==> config.mk <==
export PLATFORM = sky130hd
export DESIGN_NAME = ber_phase_scan
export DESIGN_NICKNAME = d
export VERILOG_FILES = /design/src/rtl/ber_phase_scan_pkg.sv /design/src/rtl/ber_window_counter.sv /design/src/rtl/ber_phase_scan.sv
export SDC_FILE = /design/constraint.sdc
export NUM_CORES = 1
export LEC_CHECK = 0
export BUFFER_PORTS_ARGS = -buffer_cell sky130_fd_sc_hd__buf_2
export CAP_MARGIN = 20
export CORE_MARGIN = 2
export CORE_UTILIZATION = 45
export DETAILED_ROUTE_END_ITERATION = 16
export MAX_ROUTING_LAYER = met4
export PLACE_DENSITY = 0.6
export RECOVER_POWER = 50
export SETUP_SLACK_MARGIN = 0.1
export SYNTH_ARGS = -nofsm -noshare
export SYNTH_HDL_FRONTEND = slang
export SYNTH_SLANG_ARGS = --single-unit
==> constraint.sdc <==
create_clock -name clock -period 3.74 [get_ports clock]
set_input_delay 0.935 -clock clock [delete_from_list [all_inputs] [get_ports clock]]
set_output_delay 0.935 -clock clock [all_outputs]
set_load 0.03 [all_outputs]
==> src/rtl/ber_phase_scan_pkg.sv <==
// ber_phase_scan_pkg: shared state encoding, parameter defaults and helpers for the phase scanner.
//   Contents: state_t and ST_* state constants, DEF_* defaults, sat_max() saturation helper.
package ber_phase_scan_pkg;

    typedef logic [2:0] state_t;

    localparam state_t ST_IDLE    = 3'd0;
    localparam state_t ST_SETTLE  = 3'd1;
    localparam state_t ST_MEASURE = 3'd2;
    localparam state_t ST_COMPARE = 3'd3;
    localparam state_t ST_LOCKED  = 3'd4;

    localparam int DEF_NB_COUNT   = 9;
    localparam int DEF_N_WINDOW   = 511;
    localparam int DEF_N_SETTLE   = 8;
    localparam int DEF_RELOCK_THR = 32;

    // Saturation value of an nb-bit counter (2^nb - 1).
    localparam int ERR_SAT = (1 << DEF_NB_COUNT) - 1;

    function automatic int sat_max(input int nb);
        return (1 << nb) - 1;
    endfunction

endpackage

==> src/rtl/ber_window_counter.sv <==
// ber_window_counter: symbol counter plus saturating error counter for one measurement window.
//   clock, i_reset : clock, asynchronous active-high reset
//   clear          : zero both counters (wins over strobe)
//   strobe         : qualified symbol strobe to count
//   error          : mismatch flag, counted only with strobe
//   err_cnt        : registered error count of the window so far
//   err_next       : error count including the current strobe
//   window_done    : high on the strobe that completes the window
module ber_window_counter
    import ber_phase_scan_pkg::*;
#(
    parameter int NB_COUNT = DEF_NB_COUNT,
    parameter int N_WINDOW = DEF_N_WINDOW
) (
    input  logic                clock,
    input  logic                i_reset,
    input  logic                clear,
    input  logic                strobe,
    input  logic                error,
    output logic [NB_COUNT-1:0] err_cnt,
    output logic [NB_COUNT-1:0] err_next,
    output logic                window_done
);

    localparam logic [NB_COUNT-1:0] SAT  = NB_COUNT'(sat_max(NB_COUNT));
    localparam logic [NB_COUNT-1:0] LAST = NB_COUNT'(N_WINDOW - 1);

    logic [NB_COUNT-1:0] sym_cnt;

    always_comb begin
        err_next    = (strobe && error && err_cnt != SAT) ? err_cnt + 1'b1 : err_cnt;
        window_done = strobe && sym_cnt == LAST;
    end

    always_ff @(posedge clock or posedge i_reset) begin
        if (i_reset) begin
            sym_cnt <= '0;
            err_cnt <= '0;
        end else if (clear) begin
            sym_cnt <= '0;
            err_cnt <= '0;
        end else if (strobe) begin
            sym_cnt <= sym_cnt + 1'b1;
            err_cnt <= err_next;
        end
    end

endmodule

==> src/rtl/ber_phase_scan.sv <==
// ber_phase_scan: scans polyphase sampling phases, locks onto the one with fewest BER errors.
//   clock, i_reset : clock, asynchronous active-high reset
//   i_enable       : global run, low freezes all state
//   i_start        : one-cycle pulse, starts or restarts a scan
//   i_sym_valid    : symbol strobe
//   i_error        : mismatch flag qualified by i_sym_valid
//   o_phase_sel    : phase select to the BER checkers
//   o_meas_active  : high in MEASURE or LOCKED
//   o_best_phase   : best phase of the last completed scan
//   o_best_errors  : error count of that phase
//   o_lock         : high in LOCKED
//   o_relock       : one-cycle pulse when LOCKED degrades into a rescan
module ber_phase_scan
    import ber_phase_scan_pkg::*;
#(
    parameter int N_PHASES   = 4,
    parameter int NB_SEL     = 2,
    parameter int NB_COUNT   = DEF_NB_COUNT,
    parameter int N_WINDOW   = DEF_N_WINDOW,
    parameter int N_SETTLE   = DEF_N_SETTLE,
    parameter int RELOCK_THR = DEF_RELOCK_THR
) (
    input  logic                clock,
    input  logic                i_reset,
    input  logic                i_enable,
    input  logic                i_start,
    input  logic                i_sym_valid,
    input  logic                i_error,
    output logic [NB_SEL-1:0]   o_phase_sel,
    output logic                o_meas_active,
    output logic [NB_SEL-1:0]   o_best_phase,
    output logic [NB_COUNT-1:0] o_best_errors,
    output logic                o_lock,
    output logic                o_relock
);

    localparam logic [NB_COUNT-1:0] ERR_ALL     = NB_COUNT'(sat_max(NB_COUNT));
    localparam logic [NB_SEL-1:0]   LAST_PHASE  = NB_SEL'(N_PHASES - 1);
    localparam logic [7:0]          LAST_SETTLE = 8'(N_SETTLE - 1);

    state_t              state, state_nxt;
    logic [7:0]          settle_cnt, settle_nxt;
    logic [NB_SEL-1:0]   phase_nxt, best_phase_nxt;
    logic [NB_COUNT-1:0] best_err_nxt, err_cnt, err_next;
    logic                counting, win_strobe, win_clear, window_done, degrade, restart, better;

    // The window counter only runs in MEASURE/LOCKED and is held clear elsewhere,
    // so every measurement starts from zero and COMPARE-cycle strobes are dropped.
    assign counting   = state == ST_MEASURE || state == ST_LOCKED;
    assign win_strobe = i_enable && i_sym_valid && counting;
    assign degrade    = state == ST_LOCKED && window_done && int'(err_next) > RELOCK_THR;
    assign restart    = i_start || degrade;
    assign win_clear  = i_enable && (restart || !counting || (state == ST_LOCKED && window_done));
    assign better     = err_cnt < o_best_errors;

    ber_window_counter #(
        .NB_COUNT (NB_COUNT),
        .N_WINDOW (N_WINDOW)
    ) u_counter (
        .clock       (clock),
        .i_reset     (i_reset),
        .clear       (win_clear),
        .strobe      (win_strobe),
        .error       (i_error),
        .err_cnt     (err_cnt),
        .err_next    (err_next),
        .window_done (window_done)
    );

    always_comb begin
        state_nxt      = state;
        phase_nxt      = o_phase_sel;
        settle_nxt     = settle_cnt;
        best_phase_nxt = o_best_phase;
        best_err_nxt   = o_best_errors;
        if (restart) begin
            state_nxt      = ST_SETTLE;
            phase_nxt      = '0;
            settle_nxt     = '0;
            best_phase_nxt = '0;
            best_err_nxt   = ERR_ALL;
        end else begin
            case (state)
                ST_SETTLE: if (i_sym_valid) begin
                    settle_nxt = settle_cnt == LAST_SETTLE ? 8'd0 : settle_cnt + 1'b1;
                    state_nxt  = settle_cnt == LAST_SETTLE ? ST_MEASURE : ST_SETTLE;
                end
                ST_MEASURE: state_nxt = window_done ? ST_COMPARE : ST_MEASURE;
                ST_COMPARE: begin
                    // Strict less-than keeps the lower phase on ties; the lock
                    // target uses the best value updated in this same cycle.
                    best_phase_nxt = better ? o_phase_sel : o_best_phase;
                    best_err_nxt   = better ? err_cnt : o_best_errors;
                    state_nxt      = o_phase_sel == LAST_PHASE ? ST_LOCKED : ST_SETTLE;
                    phase_nxt      = o_phase_sel == LAST_PHASE ? best_phase_nxt : o_phase_sel + 1'b1;
                end
                ST_LOCKED: state_nxt = ST_LOCKED;
                default:   state_nxt = ST_IDLE;
            endcase
        end
    end

    always_ff @(posedge clock or posedge i_reset) begin
        if (i_reset) begin
            state         <= ST_IDLE;
            settle_cnt    <= '0;
            o_phase_sel   <= '0;
            o_best_phase  <= '0;
            o_best_errors <= ERR_ALL;
            o_lock        <= 1'b0;
            o_meas_active <= 1'b0;
            o_relock      <= 1'b0;
        end else if (i_enable) begin
            state         <= state_nxt;
            settle_cnt    <= settle_nxt;
            o_phase_sel   <= phase_nxt;
            o_best_phase  <= best_phase_nxt;
            o_best_errors <= best_err_nxt;
            o_lock        <= state_nxt == ST_LOCKED;
            o_meas_active <= state_nxt == ST_MEASURE || state_nxt == ST_LOCKED;
            o_relock      <= degrade && !i_start;
        end
    end

endmodule
### After elaboration in Yosys (flattened, before gate mapping)

Cells that the tools add are included.

| word-level totals | value |
|---|---|
| register bits | 45 |
| bits of input ports | 6 |
| output and inout bits | 16 |
| logic and storage cells | 74 |

| cells by class | value |
|---|---|
| add/sub/neg operators | 4 |
| $lt $le $gt $ge | 2 |
| equality and inequality tests | 10 |
| multiplexer cells | 24 |
| reductions and logical operators | 24 |

Operators by type and width:

| cell | number |
|---|---|
| 2-to-1 mux 9 bit | 8 |
| 2-to-1 mux 8 bit | 4 |
| adder 9 x 1 -> 9 bit, second input constant | 2 |
| 2-to-1 mux 2 bit | 7 |
| case mux 3 bit (4 select lines) | 1 |
| nonzero test 2 bit | 5 |
| == test 3 x 2 -> 1 bit, second input constant | 3 |
| == test 9 bit, second input constant | 1 |
| > comparator 9 x 6 -> 1 bit, second input constant | 1 |
| logical AND 1 bit | 9 |
| < comparator 9 bit | 1 |
| 2-to-1 mux 3 bit | 3 |
| != test 9 bit, second input constant | 1 |
| adder 8 x 1 -> 8 bit, second input constant | 1 |
| == test 8 x 3 -> 1 bit, second input constant | 1 |
| == test 3 bit, second input constant | 2 |
| AND reduction 3 bit | 2 |
| logical OR 1 bit | 5 |
| == test 3 x 1 -> 1 bit, second input constant | 1 |
| adder 2 x 1 -> 2 bit, second input constant | 1 |
| == test 2 bit, second input constant | 1 |
| logical NOT 1 bit | 2 |
| AND reduction 2 bit | 1 |
| 2-to-1 mux 1 bit | 1 |

### Longest topological paths before layout

Gate-level depths: netlist (run 1).

| logic depth | value |
|---|---|
| word-level depth | 13 |
| gate-level depth with buffers | 13 |
| gate-level depth less buffers | 11 |

### Hierarchy

Synthesis (run 1) repeated with hierarchy kept, for this count alone.

| second synthesis, totals | value |
|---|---|
| cell total of the unflattened synthesis | 278 |
| area, all modules | 2688.8 um^2 |

By module, submodules not included:

| module | instances | cells an instance | area an instance (um^2) | sequential area each (um^2) |
|---|---|---|---|---|
| ber_phase_scan | 1 | 176 | 1684.1 | 686.9 |
| ber_window_counter | 1 | 102 | 1004.7 | 450.4 |

### Least setup slack after synthesis (run 1)

Ideal clock, no wire load.

| timing path | value |
|---|---|
| kind | register to register |
| start | reg u_counter.err_cnt[0] |
| end | reg settle_cnt[1] |
| library setup time | 0.126 ns |
| arrival time | 2.753 ns |
| required time | 3.614 ns |
| path slack | 0.860 ns |
| stages on the path, launching flop included | 14 |
| path buffers | 2 |
| period minus slack after synthesis | 2.880 ns |
| cell sequence | dfrtp_1 -> ha_1 -> and3_1 -> and3_1 -> ha_1 -> nor2b_1 -> and3_1 -> buf_6 -> nor3_1 -> o311a_1 -> o211ai_2 -> buf_6 -> nor3b_1 -> a221o_1 |

| between the ends | value |
|---|---|
| longest elaborated chain between the ends | 8 |
| elaborated cells on any way between the ends | 11 |
| classes of those cells | 1 x add/sub; 1 x order compare; 1 x eq/ne; 2 x mux; 6 x reduce/logical |

RTL lines:

| item | line | source |
|---|---|---|
| from (decl) | ber_window_counter.sv:20 | `output logic [NB_COUNT-1:0] err_cnt,` |
| from (signal assigned) | ber_window_counter.sv:44 | `err_cnt <= err_next;` |
| branches (longest 2 deep; another with adder 9 x 1 -> 9 bit) | -- |  |
| 2-to-1 mux 9 bit (*) | ber_window_counter.sv:31 | `err_next = (strobe && error && err_cnt != SAT) ? err_cnt + 1'b1 : err_cnt;` |
| > comparator 9 x 6 -> 1 bit (*) | ber_phase_scan.sv:51 | `assign degrade = state == ST_LOCKED && window_done && int'(err_next) > RELOCK_THR;` |
| logical AND 1 bit (*) | ber_phase_scan.sv:51 |  |
| logical OR 1 bit (*) | ber_phase_scan.sv:52 | `assign restart = i_start \|\| degrade;` |
| nonzero test 2 bit (no source line) | -- |  |
| AND reduction 3 bit (no source line) | -- |  |
| to (signal assigned) | ber_phase_scan.sv:115 | `settle_cnt <= settle_nxt;` |
| to (decl) | ber_phase_scan.sv:42 | `logic [7:0] settle_cnt, settle_nxt;` |

Mark *: on every way between the ends.
A chain may end at the register's enable or synchronous reset.

### Worst setup path after layout (run 1)

| timing path | value |
|---|---|
| start | reg u_counter.err_cnt[0] |
| end | reg o_best_phase[1] |

| between the ends | value |
|---|---|
| longest elaborated chain between the ends | 8 |
| elaborated cells on any way between the ends | 13 |
| classes of those cells | 1 x add/sub; 2 x order compare; 1 x eq/ne; 4 x mux; 5 x reduce/logical |

RTL lines:

| item | line | source |
|---|---|---|
| branches (longest 8 deep; another with adder 9 x 1 -> 9 bit) | -- |  |
| to (signal assigned) | ber_phase_scan.sv:117 | `o_best_phase <= best_phase_nxt;` |
| to (decl) | ber_phase_scan.sv:31 | `output logic [NB_SEL-1:0] o_best_phase,` |

Several ways; the timed one is not identified. The select of a mux whose other input is x is not followed.

==> flow_summary.json, run 1 <==
{
  "ys_ff_latch": 45,
  "drt_iter0_drc": 112,
  "netlist_area_um2": 2670,
  "path_class": "flop to flop",
  "hold_viol": 0,
  "grt_usage": 0.194,
  "worstSetupEndpoint": "o_best_phase[1]",
  "layout-drive-gt1-share": 0.138,
  "cts_buffers": 5,
  "relSlewSlack": -0.135,
  "path_buf_inv": 0,
  "start_util": 0.459,
  "status": "complete, but fails checks",
  "ctsResizeCount": 0,
  "totalWireLength_um": 5620,
  "crit_path_frequent_cell": "and3_1",
  "grt-busiest-layer": "met2",
  "yosysWarnings": 0,
  "insertion_delay_ns": 0.30,
  "firstDrtPassIters": 4,
  "timing.fmax_mhz": 303,
  "worst_pin_slew_ns": 1.70,
  "grt_pass1_vias": 2000,
  "hpwl_um": 3910,
  "tritoncts": "built",
  "critical_path_cell_count": 11,
  "violations": "max-capacitance violations, max-slew violations",
  "synth_edf_count": 0,
  "syn_inst": 282,
  "viasPerCell": 5.52,
  "vias": 2092,
  "cts_root_buf": "clkbuf_8",
  "grtUsageMet1": 0.269,
  "synth_nets": 302,
  "cp_slowest_stage_delay_ns": 0.46,
  "gr-usage-met3": 0.0367,
  "placementRows": 28,
  "skew_ns": 0.0107,
  "timing.rr.start": "u_counter.err_cnt[0]",
  "io_pins": 22,
  "die_h_um": 81.0,
  "rrSetupSlack_ns": 0.44,
  "cp.arrival_ns": 3.47,
  "reg2reg_depth": 11,
  "min_period_over_period": 0.882,
  "cp-start-kind": "flop",
  "synth_top_area_frac": 0.338,
  "grt_max_degree": 46,
  "post-cts-setup-buffers": 0,
  "cts_sinks": 45,
  "area_growth_pct": 10.1,
  "ys.flop_type": "dfrtp_1",
  "ir_drop_mv": 0.155,
  "power_density_nw_per_um2": 349,
  "path_max_fanout": 11,
  "drtAntennaViolNets": 0,
  "crit_start": "u_counter.err_cnt[0]",
  "crit_chain": "ha_1 > and3_1 > and3_1 > ha_1 > nor2b_1 > and3_1 > nor3_1 > o311a_1 > o211ai_2 > o21a_1 > o22ai_1",
  "end_kind": "flop",
  "yosys.area.top_type": "dfrtp_1",
  "fin_setup_tns_ns": 0,
  "fin_crit_ns": 3.30,
  "synth.area.top_cells": "dfrtp_1 (34%), dfstp_2 (8.9%), ha_1 (6.6%), nor2_1 (5.3%), o22a_1 (3.3%)",
  "cts_htree_levels": 2,
  "nFillCells": 561,
  "port_buffers": 21,
  "grt_pass1_wl_um": 9490,
  "async_reset_ff_frac": 1.00,
  "power.leakage_nw": 1.34,
  "critPathTopFamily": "compound AO/OA/AOI/OAI gates",
  "coreArea_um2": 5820,
  "yosysSeqAreaShare": 0.426,
  "yosysMostFrequentCell": "nor2_1",
  "stdcell_count": 379,
  "final_nets": 323,
  "diodes": 0,
  "antenna_found_initial": 0,
  "worstHoldPathType": "flop to flop",
  "rsz0062_at_grt": "false",
  "gr-total-overflow": 0,
  "die_w_um": 81.0,
  "postCtsHoldBufs": 0,
  "gp_congestion": 0.828,
  "cap_violations": 1,
  "critPathSlowestCell": "dfrtp_1",
  "clk_pin_slew_ns": 0.09,
  "final-setup-viol-count": 0,
  "use_met2": 0.289,
  "cp.required_ns": 3.91,
  "dp_cells": 371,
  "routedWlPerCell_um": 14.8,
  "yosysUniqueCellTypes": 57,
  "drc": 0,
  "syn_area_per_cell_um2": 9.46,
  "clockBufferDepth": 2,
  "dieArea_um2": 6560,
  "yosys-top-cells-count": "nor2_1 (38), dfrtp_1 (36), nand2_1 (21)",
  "drv_slew": 46,
  "r2r-end": "o_best_phase[1]"
}
-- power by group --
part | internal (W) | switching (W) | leakage [nW]
combinational | 0.0000381 | 0.0000644 | 0.694
clock | 0.000217 | 0.000173 | 0.0574
sequential | 0.000509 | 0.0000245 | 0.588
total | 0.000764 | 0.000262 | 1.34
-- worst min path at each step --
stage | startpoint | endpoint | cells past startpoint
final | o_meas_active | o_meas_active | 1
after global routing | o_meas_active | o_meas_active | 1
after CTS | o_meas_active | o_meas_active | 1
after detailed placement | o_meas_active | o_meas_active | 1
after global placement | o_lock | o_lock | 1
after floorplan | settle_cnt[7] | settle_cnt[7] | 1
-- cell usage in the layout, fill, tap and decap left out, types with 2 or more instances in the layout --
cell / n
ha_1: 14
xnor2_1: 7
a21o_1: 2
o2bb2ai_1: 5
a211oi_1: 2
or2_2: 2
nor3_1: 6
o21bai_1: 2
dfstp_2: 9
dfrtp_1: 36
o21ai_0: 9
xor2_1: 7
buf_4: 4
nor2b_1: 3
nand2_1: 21
nand4_1: 6
nor3b_1: 2
a21oi_1: 7
nor2_1: 38
and3_1: 9
nor4_1: 2
a31oi_1: 5
clkbuf_8: 6
o22a_1: 10
mux2i_1: 5
and2b_1: 3
nand2b_1: 2
and2_1: 2
o22ai_1: 2
nand3_1: 7
clkbuf_1: 8
inv_1: 17
o221ai_1: 2
o31ai_1: 2
o21a_1: 4
buf_2: 13
-- cell families after synthesis --
group,count (synthesis),share of synthesized area
adder cells (fa/ha/maj),14,0.0657
buffers and inverters,28,0.0502
AND/OR/NAND/NOR,113,0.216
multiplexers,5,0.0188
AO/OA/AOI/OAI,62,0.171
flip-flops,45,0.426
XOR/XNOR,15,0.0521
-- per-layer routing --
metal / vias up / part of all wire
met4: 0 / 0.0094
met5: - / 0
li1: 1052 / -
met3: 5 / 0.029
met1: 1000 / 0.52
met2: 35 / 0.45
-- flip-flops by register name, summed over array words and instances (netlist names) --
| name | flops |
|---|---|
| state | 3 |
| o_best_errors | 9 |
| o_phase_sel | 2 |
| o_relock | 1 |
| u_counter.sym_cnt | 9 |
| u_counter.err_cnt | 9 |
| o_meas_active | 1 |
| o_lock | 1 |
| settle_cnt | 8 |
| o_best_phase | 2 |
-- worst reg2reg max path, cell delays in order, from the launching register on --
cell and delay [ns]:
dfrtp_1 0.46, ha_1 0.31, and3_1 0.23, and3_1 0.19, ha_1 0.17, nor2b_1 0.17, and3_1 0.43, nor3_1 0.08
o311a_1 0.40, o211ai_2 0.20, o21a_1 0.39, o22ai_1 0.15
-- final cells by class --
cell class / count / area (um^2) / area share
Multi-Input combinational cell: 209 / 1400 / 0.476
Sequential cell: 45 / 1140 / 0.387
Timing Repair Buffer: 25 / 125 / 0.0426
Tap cell: 75 / 93.8 / 0.0320
Clock buffer: 6 / 82.6 / 0.0281
Inverter: 17 / 63.8 / 0.0217
Clock inverter: 2 / 37.5 / 0.0128
-- stage by stage --
stage	cell area [um^2]	utilization	hold slack [ns]	setup slack, ns	total power [W]
after global placement	2830	0.486	0.479	0.515	0.000647
after global routing	2940	0.505	0.506	0.137	0.00108
after CTS	2950	0.507	0.495	0.428	0.00104
after detailed placement	2830	0.486	0.475	0.462	0.000647
after floorplan	2670	-	0.470	0.860	0.000618
final	2940	0.505	0.492	0.441	0.00103
Power figures use the tool's default switching activity.
==> run 2: changes to the inputs <==
- PLACE_DENSITY: 0.6 -> not set
- PLACE_DENSITY_LB_ADDON: not set -> 0.15
==> flow_summary.json, run 2 (synthesized netlist as in run 1, its figures left out) <==
{
  "min_to": "o_meas_active",
  "reg2reg_depth": 11,
  "die_h_um": 81.0,
  "hold_depth": 1,
  "clockBufferDepth": 2,
  "totalPowerFinal_w": 0.00102,
  "drtAntennaViolNets": 0,
  "dieArea_um2": 6560,
  "grt-busiest-layer": "met2",
  "worstHoldPathType": "flop to flop",
  "r2r-end": "o_best_phase[1]",
  "final_nets": 325,
  "cp.arrival_ns": 3.44,
  "drv_slew": 35,
  "final_cell_mix": "nor2_1 (38), dfrtp_1 (36), nand2_1 (21)",
  "die_w_um": 81.0,
  "routedWlPerCell_um": 14.5,
  "cts_htree_levels": 2,
  "postCtsHoldBufs": 0,
  "worst_pin_slew_ns": 1.90,
  "ir_drop_mv": 0.151,
  "min_period_over_period": 0.875,
  "clk_pin_slew_ns": 0.09,
  "firstDrtPassIters": 4,
  "fin_crit_ns": 3.27,
  "final_common_cell": "nor2_1",
  "grtUsageMet1": 0.266,
  "grt_pass1_wl_um": 9520,
  "switching_share": 0.252,
  "vias": 2112,
  "status": "complete, but fails checks",
  "grt_usage": 0.193,
  "gr-usage-met3": 0.0411,
  "violations": "max-capacitance violations, max-slew violations",
  "placementRows": 28,
  "power.leakage_nw": 1.35,
  "start_util": 0.459,
  "path_max_fanout": 11,
  "switchingPower_w": 0.000258,
  "relSlewSlack": -0.264,
  "cts_sinks": 45,
  "internal_power_w": 0.000765,
  "post-cts-setup-buffers": 0,
  "ctsResizeCount": 0,
  "tritoncts": "built",
  "layout-drive-gt1-share": 0.137,
  "viasPerCell": 5.54,
  "gp_congestion": 0.880,
  "io_pins": 22,
  "timing.rr.start": "u_counter.err_cnt[0]",
  "fin_setup_tns_ns": 0,
  "clockPowerShare": 0.376,
  "cts_buffers": 5,
  "gr-total-overflow": 0,
  "hpwl_um": 3970,
  "port_buffers": 21,
  "end_kind": "flop",
  "insertion_delay_ns": 0.30,
  "drt_iter0_drc": 131,
  "grt_pass1_vias": 2012,
  "final-setup-viol-count": 0,
  "coreArea_um2": 5820,
  "area_growth_pct": 10.4,
  "antenna_found_initial": 0,
  "diodes": 0,
  "pwr-share-seq": 0.522,
  "path_class": "flop to flop",
  "cp-start-kind": "flop",
  "cts_root_buf": "clkbuf_8",
  "rsz0062_at_grt": "false",
  "rrSetupSlack_ns": 0.47,
  "grt_max_degree": 46,
  "totalWireLength_um": 5540,
  "cp.required_ns": 3.91,
  "reg_top3": "o_best_errors (9), u_counter.err_cnt (9), u_counter.sym_cnt (9)",
  "whs_ns": 0.490,
  "use_met2": 0.291,
  "power_density_nw_per_um2": 347,
  "combPwrFrac": 0.102,
  "final_util": 0.506,
  "cap_violations": 1,
  "skew_ns": 0.00841,
  "timing.fmax_mhz": 306,
  "hold_viol": 0,
  "drc": 0,
  "hp-start": "o_meas_active"
}
[run 2: cell count changes in the layout (fill, tap and decap cells not counted), sizes merged]
cell      previous run  this run
buf                 17        18
clkinvlp             1         0
clkbuf              14        16
[run 2: worst max-delay path, cell delays in order (launching register included)]
cell	delay [ns]
dfrtp_1	0.45
ha_1	0.29
and3_1	0.23
and3_1	0.19
ha_1	0.17
nor2b_1	0.16
and3_1	0.43
nor3_1	0.08
o311a_1	0.41
o211ai_2	0.20
o21a_1	0.38
o22ai_1	0.15
[run 2: worst max-delay path by stage]
stage                     depth (start not counted)                  from         endpoint
after CTS                                        11  u_counter.err_cnt[0]  o_best_phase[1]
final                                            11  u_counter.err_cnt[0]  o_best_phase[1]
after global placement                           11  u_counter.err_cnt[0]  o_best_phase[1]
after detailed placement                         11  u_counter.err_cnt[0]  o_best_phase[1]
after global routing                             11  u_counter.err_cnt[0]  o_best_phase[1]
after floorplan                                  13  u_counter.err_cnt[0]    settle_cnt[1]
[run 2: power groups by stage]
stage               Sequential, W  Combinational (W)  Clock (W)
floorplan                0.000548          0.0000700          0
global placement         0.000542           0.000105          0
detailed placement       0.000541           0.000107          0
CTS                      0.000533           0.000107   0.000394
global route             0.000537           0.000117   0.000421
finish                   0.000534           0.000104   0.000385
[run 2: layout make-up]
class / instances / area, um^2
Clock buffer: 7 / 86.3
Clock inverter: 1 / 30.0
Fill cell: 569 / 2870
Inverter: 17 / 63.8
Multi-Input combinational cell: 209 / 1400
Sequential cell: 45 / 1140
Tap cell: 75 / 93.8
Timing Repair Buffer: 27 / 136
[run 2: per-layer routing]
metal / up-vias / wire length, um
met5: - / 0
met4: 0 / 61
met3: 6 / 178
met2: 30 / 2440
met1: 1028 / 2850
li1: 1048 / -
[run 2: stage by stage]
stage	instances	worst slack, ns	area, um^2
floorplan	282	0.860	2670
global placement	372	0.551	2830
detailed placement	372	0.492	2830
CTS	380	0.462	2950
global route	381	0.175	2940
finish	381	0.468	2940
==> run 3: changes to the inputs <==
- BUFFER_PORTS_ARGS: -buffer_cell sky130_fd_sc_hd__buf_2 -> not set
- CTS_BUF_LIST: not set -> sky130_fd_sc_hd__clkbuf_4 sky130_fd_sc_hd__clkbuf_8
- DONT_BUFFER_PORTS: not set -> 1
==> flow_summary.json, run 3 (synthesized netlist as in run 1, its figures left out) <==
{
  "placementRows": 28,
  "worstHoldPathType": "flop to flop",
  "cts_htree_levels": 2,
  "critPathSlowestCell": "dfrtp_1",
  "gr-total-overflow": 0,
  "layout-drive-gt1-share": 0.0957,
  "die_h_um": 81.0,
  "fin_crit_ns": 3.29,
  "placed_cell_area_um2": 2710,
  "drv_slew": 46,
  "grt_pass1_vias": 1984,
  "tritoncts": "built",
  "path_buf_inv": 0,
  "combPwrFrac": 0.085,
  "cp-start-kind": "flop",
  "rsz0062_at_grt": "false",
  "diodes": 0,
  "area_growth_pct": 5.39,
  "path_max_fanout": 11,
  "start_util": 0.459,
  "path_class": "flop to flop",
  "fin_area_um2": 2810,
  "final_cell_mix": "nor2_1 (38), dfrtp_1 (36), nand2_1 (21)",
  "cts_buffers": 5,
  "crit_path_frequent_cell": "and3_1",
  "crit_chain": "ha_1 > and3_1 > and3_1 > ha_1 > nor2b_1 > and3_1 > nor3_1 > o311a_1 > o211ai_2 > o21a_1 > o22a_1",
  "critPathTopFamily": "compound AO/OA/AOI/OAI gates",
  "die_w_um": 81.0,
  "timing.fmax_mhz": 304,
  "cts_sinks": 45,
  "ctsResizeCount": 0,
  "routedWlPerCell_um": 15.2,
  "drc": 0,
  "switchingPower_w": 0.000244,
  "clk_pin_slew_ns": 0.08,
  "internal_power_w": 0.000707,
  "power.leakage_nw": 1.28,
  "switching_share": 0.257,
  "cp_slowest_stage_delay_ns": 0.46,
  "port_buffers": 0,
  "firstDrtPassIters": 4,
  "pwr-share-seq": 0.575,
  "nFillCells": 570,
  "fin_setup_tns_ns": 0,
  "totalWireLength_um": 5440,
  "final_common_cell": "nor2_1",
  "cts_root_buf": "clkbuf_8",
  "status": "complete, but fails checks",
  "vias": 2031,
  "ir_drop_mv": 0.173,
  "antenna_found_initial": 0,
  "min_period_over_period": 0.881,
  "post-cts-setup-buffers": 0,
  "cap_violations": 1,
  "clockPowerShare": 0.340,
  "violations": "max-capacitance violations, max-slew violations",
  "drt_iter0_drc": 92,
  "worst_pin_slew_ns": 1.70,
  "grt_usage": 0.190,
  "skew_ns": 0.00531,
  "relSlewSlack": -0.136,
  "power_density_nw_per_um2": 338,
  "cp.required_ns": 3.98,
  "cp.arrival_ns": 3.54,
  "io_pins": 22,
  "final_nets": 301,
  "final-setup-viol-count": 0,
  "hpwl_um": 3910,
  "insertion_delay_ns": 0.30,
  "end_kind": "flop",
  "grt_max_degree": 46,
  "gp_congestion": 0.836,
  "reg_top3": "o_best_errors (9), u_counter.err_cnt (9), u_counter.sym_cnt (9)",
  "grt_pass1_wl_um": 9300,
  "drtAntennaViolNets": 0,
  "viasPerCell": 5.69,
  "postCtsHoldBufs": 0,
  "clockBufferDepth": 2,
  "dieArea_um2": 6560,
  "coreArea_um2": 5820,
  "hold_viol": 0
}
run 3: worst reg2reg max path: cells and delay by family (launching register included):
family,cells,cell delay [ns]
compound gates,4,1.22
simple gates,5,1.09
fa+ha+maj,2,0.48
flops,1,0.46
run 3: worst paths after layout:
kind	from	end	slack [ns]	cells past startpoint
worst max-delay path	u_counter.err_cnt[0]	o_best_errors[7]	0.45	11
worst max register to register	u_counter.err_cnt[0]	o_best_errors[7]	0.45	11
worst min register to register	settle_cnt[2]	settle_cnt[2]	0.56	1
max in group asynchronous	i_reset	o_best_phase[1]	1.69	1
worst min-delay path	settle_cnt[2]	settle_cnt[2]	0.56	1
min in group asynchronous	i_reset	u_counter.sym_cnt[1]	1.07	1
run 3: metal layers:
layer  global-route usage  routed length [um]  part of all wire
met1                0.254                2630              0.48
met2                0.287                2460              0.45
met3               0.0444                 262             0.048
met4               0.0559                  83             0.015
met5                    -                   0                 0
run 3: final cells by class:
| type | instances | area, um^2 | share of cell area |
|---|---|---|---|
| repair buffers | 3 | 22.5 | 0.00801 |
| inverters | 17 | 63.8 | 0.0227 |
| multi-input cells | 209 | 1400 | 0.497 |
| well taps | 75 | 93.8 | 0.0334 |
| flip-flops and latches | 45 | 1140 | 0.405 |
| clock buffers | 8 | 97.6 | 0.0347 |
run 3: per-stage QoR:
stage	hold WS, ns	cells	util	setup WS (ns)	total power [W]
global route	0.578	357	0.483	0.220	0.00101
floorplan	0.470	282	-	0.860	0.000618
CTS	0.548	357	0.483	0.449	0.000968
global placement	0.522	349	0.467	0.560	0.000637
detailed placement	0.527	349	0.467	0.481	0.000639
finish	0.557	357	0.483	0.446	0.000951
run 3: power groups by stage:
stage | Combinational, W | Sequential, W | Clock, W
2_1_floorplan | 0.0000700 | 0.000548 | 0
5_1_grt | 0.0000936 | 0.000551 | 0.000364
3_5_place_dp | 0.0000826 | 0.000556 | 0
6_report | 0.0000807 | 0.000547 | 0.000324
3_3_place_gp | 0.0000813 | 0.000555 | 0
4_1_cts | 0.0000829 | 0.000547 | 0.000338
